$ cat config.mk
export PLATFORM = sky130hd
export DESIGN_NAME = freq_gate_ctrl
export DESIGN_NICKNAME = d
export VERILOG_FILES = /design/src/rtl/freq_pkg.sv /design/src/rtl/sat_counter.sv /design/src/rtl/freq_gate_ctrl.sv
export SDC_FILE = /design/constraint.sdc
export NUM_CORES = 1
export LEC_CHECK = 0
export BUFFER_PORTS_ARGS = -buffer_cell sky130_fd_sc_hd__buf_4
export CAP_MARGIN = 5
export CORE_MARGIN = 2
export CORE_UTILIZATION = 43
export CTS_BUF_LIST = sky130_fd_sc_hd__clkbuf_8
export DETAILED_ROUTE_END_ITERATION = 8
export PLACE_DENSITY = 0.69
export SLEW_MARGIN = 20
export SYNTH_ARGS = -nofsm -noshare
export SYNTH_HDL_FRONTEND = slang
export SYNTH_HIERARCHICAL = 1
export SYNTH_SLANG_ARGS = --single-unit
$ cat constraint.sdc
create_clock -name clk -period 3.4 [get_ports clk]
set_input_delay 0.17 -clock clk [delete_from_list [all_inputs] [get_ports clk]]
set_output_delay 0.17 -clock clk [all_outputs]
set_load 0.05 [all_outputs]
$ cat src/rtl/freq_pkg.sv
// Shared definitions for the gated frequency counter: default widths and
// the controller state encoding.
package freq_pkg;

    localparam int CNT_W_DEF  = 32;
    localparam int GATE_W_DEF = 32;

    typedef enum logic [1:0] {
        ST_IDLE = 2'd0,
        ST_SYNC = 2'd1,
        ST_GATE = 2'd2,
        ST_DONE = 2'd3
    } state_t;

endpackage

$ cat src/rtl/sat_counter.sv
// Saturating up-counter with a sticky overflow flag.
// The outputs are the values the registers take at the next clock edge.
// The controller captures the result in the same edge that finishes the
// gate window, so the final-cycle edge is included without an extra cycle.
module sat_counter
    import freq_pkg::*;
#(
    parameter int W = CNT_W_DEF
) (
    input  logic         clk,
    input  logic         rst_n,
    input  logic         i_clr,
    input  logic         i_inc,
    output logic [W-1:0] o_value_nxt,
    output logic         o_overflow_nxt
);

    logic [W-1:0] r_value;
    logic         r_overflow;
    logic         w_sat;

    assign w_sat = &r_value;

    // Next-state: clear wins, otherwise count up or flag an increment at all-ones
    always_comb begin
        o_value_nxt    = r_value;
        o_overflow_nxt = r_overflow;
        if (i_clr) begin
            o_value_nxt    = '0;
            o_overflow_nxt = 1'b0;
        end else if (i_inc) begin
            if (w_sat) begin
                o_overflow_nxt = 1'b1;
            end else begin
                o_value_nxt = r_value + W'(1);
            end
        end
    end

    // Working count and sticky flag registers
    always_ff @(posedge clk) begin
        if (!rst_n) begin
            r_value    <= '0;
            r_overflow <= 1'b0;
        end else begin
            r_value    <= o_value_nxt;
            r_overflow <= o_overflow_nxt;
        end
    end

endmodule

$ cat src/rtl/freq_gate_ctrl.sv
// Gated edge counter controller.
// Protocol: start is a one-cycle request honoured only while idle; the
// result is presented with a one-cycle done strobe, and count/overflow/
// no_signal then hold until the next done. abort or reset while busy drops
// the measurement silently. dbg_state exposes the controller state.
module freq_gate_ctrl
    import freq_pkg::*;
#(
    parameter int CNT_W  = CNT_W_DEF,
    parameter int GATE_W = GATE_W_DEF
) (
    input  logic              clk,
    input  logic              rst_n,
    input  logic              start,
    input  logic              abort,
    input  logic [GATE_W-1:0] gate_len,
    input  logic              pos_edge,
    output logic              busy,
    output logic              done,
    output logic [CNT_W-1:0]  count,
    output logic              overflow,
    output logic              no_signal,
    output state_t            dbg_state
);

    state_t              r_state;
    logic [GATE_W-1:0]   r_len;
    logic [GATE_W-1:0]   r_timer;
    logic                r_busy;
    logic                r_done;
    logic [CNT_W-1:0]    r_count;
    logic                r_overflow;
    logic                r_no_signal;

    logic                w_clr;
    logic                w_inc;
    logic [CNT_W-1:0]    w_cnt_nxt;
    logic                w_ovf_nxt;
    logic                w_timer_last;

    // Counter is cleared on every accepted start; only gate-window edges count,
    // and an abort in the same cycle suppresses the edge.
    assign w_clr        = (r_state == ST_IDLE) && start;
    assign w_inc        = (r_state == ST_GATE) && pos_edge && !abort;
    assign w_timer_last = (r_timer == GATE_W'(1));

    sat_counter #(
        .W (CNT_W)
    ) u_sat_counter (
        .clk            (clk),
        .rst_n          (rst_n),
        .i_clr          (w_clr),
        .i_inc          (w_inc),
        .o_value_nxt    (w_cnt_nxt),
        .o_overflow_nxt (w_ovf_nxt)
    );

    // Controller FSM with registered outputs; results load only on entry to DONE
    always_ff @(posedge clk) begin
        if (!rst_n) begin
            r_state     <= ST_IDLE;
            r_len       <= '0;
            r_timer     <= '0;
            r_busy      <= 1'b0;
            r_done      <= 1'b0;
            r_count     <= '0;
            r_overflow  <= 1'b0;
            r_no_signal <= 1'b0;
        end else begin
            r_done <= 1'b0;
            case (r_state)
                ST_IDLE: begin
                    if (start) begin
                        r_len   <= gate_len;
                        r_timer <= gate_len;
                        if (gate_len == '0) begin
                            // Empty window: report immediately as no signal
                            r_state     <= ST_DONE;
                            r_done      <= 1'b1;
                            r_count     <= w_cnt_nxt;
                            r_overflow  <= w_ovf_nxt;
                            r_no_signal <= 1'b1;
                        end else begin
                            r_state <= ST_SYNC;
                            r_busy  <= 1'b1;
                        end
                    end
                end
                ST_SYNC: begin
                    if (abort) begin
                        r_state <= ST_IDLE;
                        r_busy  <= 1'b0;
                    end else if (pos_edge) begin
                        // Reference edge: not counted, opens the gate window
                        r_state <= ST_GATE;
                        r_timer <= r_len;
                    end else if (w_timer_last) begin
                        r_state     <= ST_DONE;
                        r_busy      <= 1'b0;
                        r_done      <= 1'b1;
                        r_count     <= w_cnt_nxt;
                        r_overflow  <= w_ovf_nxt;
                        r_no_signal <= 1'b1;
                    end else begin
                        r_timer <= r_timer - GATE_W'(1);
                    end
                end
                ST_GATE: begin
                    if (abort) begin
                        r_state <= ST_IDLE;
                        r_busy  <= 1'b0;
                    end else if (w_timer_last) begin
                        r_state     <= ST_DONE;
                        r_busy      <= 1'b0;
                        r_done      <= 1'b1;
                        r_count     <= w_cnt_nxt;
                        r_overflow  <= w_ovf_nxt;
                        r_no_signal <= 1'b0;
                    end else begin
                        r_timer <= r_timer - GATE_W'(1);
                    end
                end
                ST_DONE: begin
                    r_state <= ST_IDLE;
                end
                default: begin
                    r_state <= ST_IDLE;
                    r_busy  <= 1'b0;
                end
            endcase
        end
    end

    assign busy      = r_busy;
    assign done      = r_done;
    assign count     = r_count;
    assign overflow  = r_overflow;
    assign no_signal = r_no_signal;
    assign dbg_state = r_state;

endmodule

==> impl_results.md <==
* Total of max-cap violations at 0
* CORE AREA at 17400 µm²
* ANT nets after route at 0
* DIE AREA at 19000 µm²
* Final nets at 1133
* CP delay by family, top: compound AO/OA/AOI/OAI gates
* Power Dens Cells at 469 nW/µm²
* Final Skew at 0.0208 ns
* CTS tree: built
* Area growth from synthesis to layout at 19.0%
* Final Cycle Share at 85.6%
* Final hold slack at 0.0790 ns
* Crit path max fanout at 11
* HPWL Detailed at 15.6 mm
* Mapped cell area at 7680 µm²
* Startpoint Class: flop
* Most common flop cell mapped by yosys: dfxtp_1
* CTS clk-pin slew, worst paths at 0.09 ns
* # IOs at 75
* Setup_tns at 0 ns
* CP peak stage delay at 0.78 ns
* GPL Wtd Cong at 0.913
* Max clock buf depth at 2
* Avg Inst Size Synth at 7.58 µm²
* HP Class: primary input to flop
* IO buf count at 74
* Fillers at 1660
* Placed Cells at 1263
* Clk sinks at 135
* Vias in the first global route at 7466
* Max-slew violations at 0
* Yosys reg bits at 135
* Drt drc at 0
* Total track usage at 25.2%
* Grt ovf at 0
* First-pass GRT wire length at 37.8 mm
* Chip Height at 138 µm
* Period minus WS final at 2.91 ns
* Via count at 7918
* Wire per inst at 17.6 µm
* ANT cells at 0
* Vias per cell at 5.97
* Drt total wl at 23.3 mm
* Asr flop ratio synth at 0%
* Layout cells sized above 1 at 14.3%
* Clock latency on the worst-skew pair at 0.47 ns
* FP Rows at 48
* Largest net degree at the start of global routing at 72
* Unique masters post-synth at 77
* Post-synth EDFFs at 0
* Outcome: finished clean
* Rel. slew slack at 26.5%
* Slew @ Worst Pin at 1.10 ns
* WP data arrival at 3.31 ns
* Max Clock Freq at 344 MHz
* Die width at 138 µm
* Worst vdd ir at 279 µV
* Final setup violation count at 0
* Initial drt markers at 668
* YS warnings at 6
* RSZ-0062 raised after global routing: no
* CP Capture Type: flop
* Synthesized instance count at 1014
* Clock Tree Root: clkbuf_8
* Initial antenna violation count at 0
* Final hold violations at 0
* Pre-antenna DRT Iters at 5
* Slowest stage cell, crit path: o311ai_2
* Post-CTS Setup Inserts at 0
* Critical path class: flop to flop
* Leakage power at 0.00324 µW
* Cells along the critical path: ha_1, nand4_1, or4_1, o311ai_2, o21ai_1, a21oi_1, nand2_1, mux2i_1
* Effective utilization at floorplan at 44.3%
* Bufs and invs on worst path at 0
* H-tree depth at 4
* Post-Layout Cell Count at 1327
* Critical Path RT at 3.80 ns
* TritonCTS buffer count at 17
* Syn Nets at 1058
* PnR Total Power at 4280 µW
* Post-synthesis sequential area ratio at 35.2%
cells in the final DEF, fill, tap and decap left out, types with 7 or more instances in the layout:
cell type and count:
dfxtp_1 135, or4_1 19, nor2_1 87, clkbuf_8 20, o21ai_1 12, or3_1 29, dlygate4sd3_1 32, buf_4 96
mux2i_1 40, nand3_1 34, o2111ai_1 7, o21ai_0 31, or2_2 8, inv_1 18, and3_1 16, nor4_1 20
o211ai_1 23, a21oi_1 96, a31oi_1 8, nand4_1 22, nor3_1 28, o22ai_1 7, o31ai_1 9, nand2_1 176
path summary, 6_finish.rpt:
path,startpoint,to,slack (ns),cells after the start
hold reg to reg,r_len[19],r_len[19],0.46,2
hold / removal,abort,done,0.08,4
setup reg to reg,u_sat_counter/r_value[0],count[13],0.49,8
setup / recovery,u_sat_counter/r_value[0],count[13],0.49,8
report_power, final:
group          switching [µW]  total, µW  internal (µW)
sequential                102       1780           1680
clock                     693       1420            722
combinational             699       1090            391
total                    1490       4280           2790
logic make-up after synthesis:
logic type,synth area share [%]
fa+ha+maj,1.14
buf+inv,5.21
xor+xnor,1.14
simple gates,30.4
compound gates,21.6
flops,35.2
mux,5.36
per-stage QoR:
stage	util, %	instance area [µm²]	setup slack [ns]
after floorplan	-	7680	0.450
after global placement	48.4	8410	0.631
after detailed placement	48.4	8410	0.527
after CTS	52.7	9140	0.511
after global routing	52.7	9140	0.235
final	52.7	9140	0.490
cell usage after synthesis (all sizes together) (6+ instances only):
cell type    n  area share (%)
nand2      176             8.6
dfxtp      135              35
a21oi       96             6.3
nor2        87             4.3
clkbuf      49             2.4
o21ai       44             2.9
mux2i       40             5.2
nand3       34             2.2
or3         31             2.6
nor3        29             1.9
buf         25             1.8
nand4       23             2.0
o211ai      23             2.2
nor4        22             2.1
or4         19             1.9
inv         18            0.88
and3        16             1.3
o31ai       11             1.3
a31oi        8            0.65
or2          8            0.65
and2         7            0.59
ha           7             1.1
o2111ai      7            0.80
o22ai        7            0.57
a2bb2oi      6            0.68
sequential cells by signal, summed over array words and instances, names as in the netlist:
register,cells
r_timer,32
busy,1
u_sat_counter/r_overflow,1
done,1
r_len,32
u_sat_counter/r_value,32
no_signal,1
count,32
overflow,1
dbg_state,2
timing repair:
action                                  CTS  global route
endpoints found under the setup margin    0             0
resized for setup                         0             0
hold buffers                             32             0
endpoints found under the hold margin    32             0
routing by layer:
metal / vias up / track usage (%) / part of all wire (%)
li1: 3854 / - / -
met1: 3749 / 30.6 / 42
met2: 261 / 43.5 / 50
met3: 54 / 5.08 / 4.8
met4: 0 / 9.85 / 2.8
met5: - / 0 / 0
final cells by class:
cell class                      count  area, µm²  share of cell area, %
Clock buffer                       20        275                   3.01
Clock inverter                     12        138                   1.51
Inverter                           20       75.1                  0.821
Multi-Input combinational cell    785       4590                   50.2
Sequential cell                   135       2700                   29.6
Tap cell                          225        282                   3.08
Timing Repair Buffer              130       1080                   11.8
worst min-delay path, cell delays in order:
cell      delay (ns)
buf_4           0.11
nor2_1          0.06
nand2_1         0.06
a211oi_1        0.08
No activity file was read; power rests on OpenSTA's default activity.
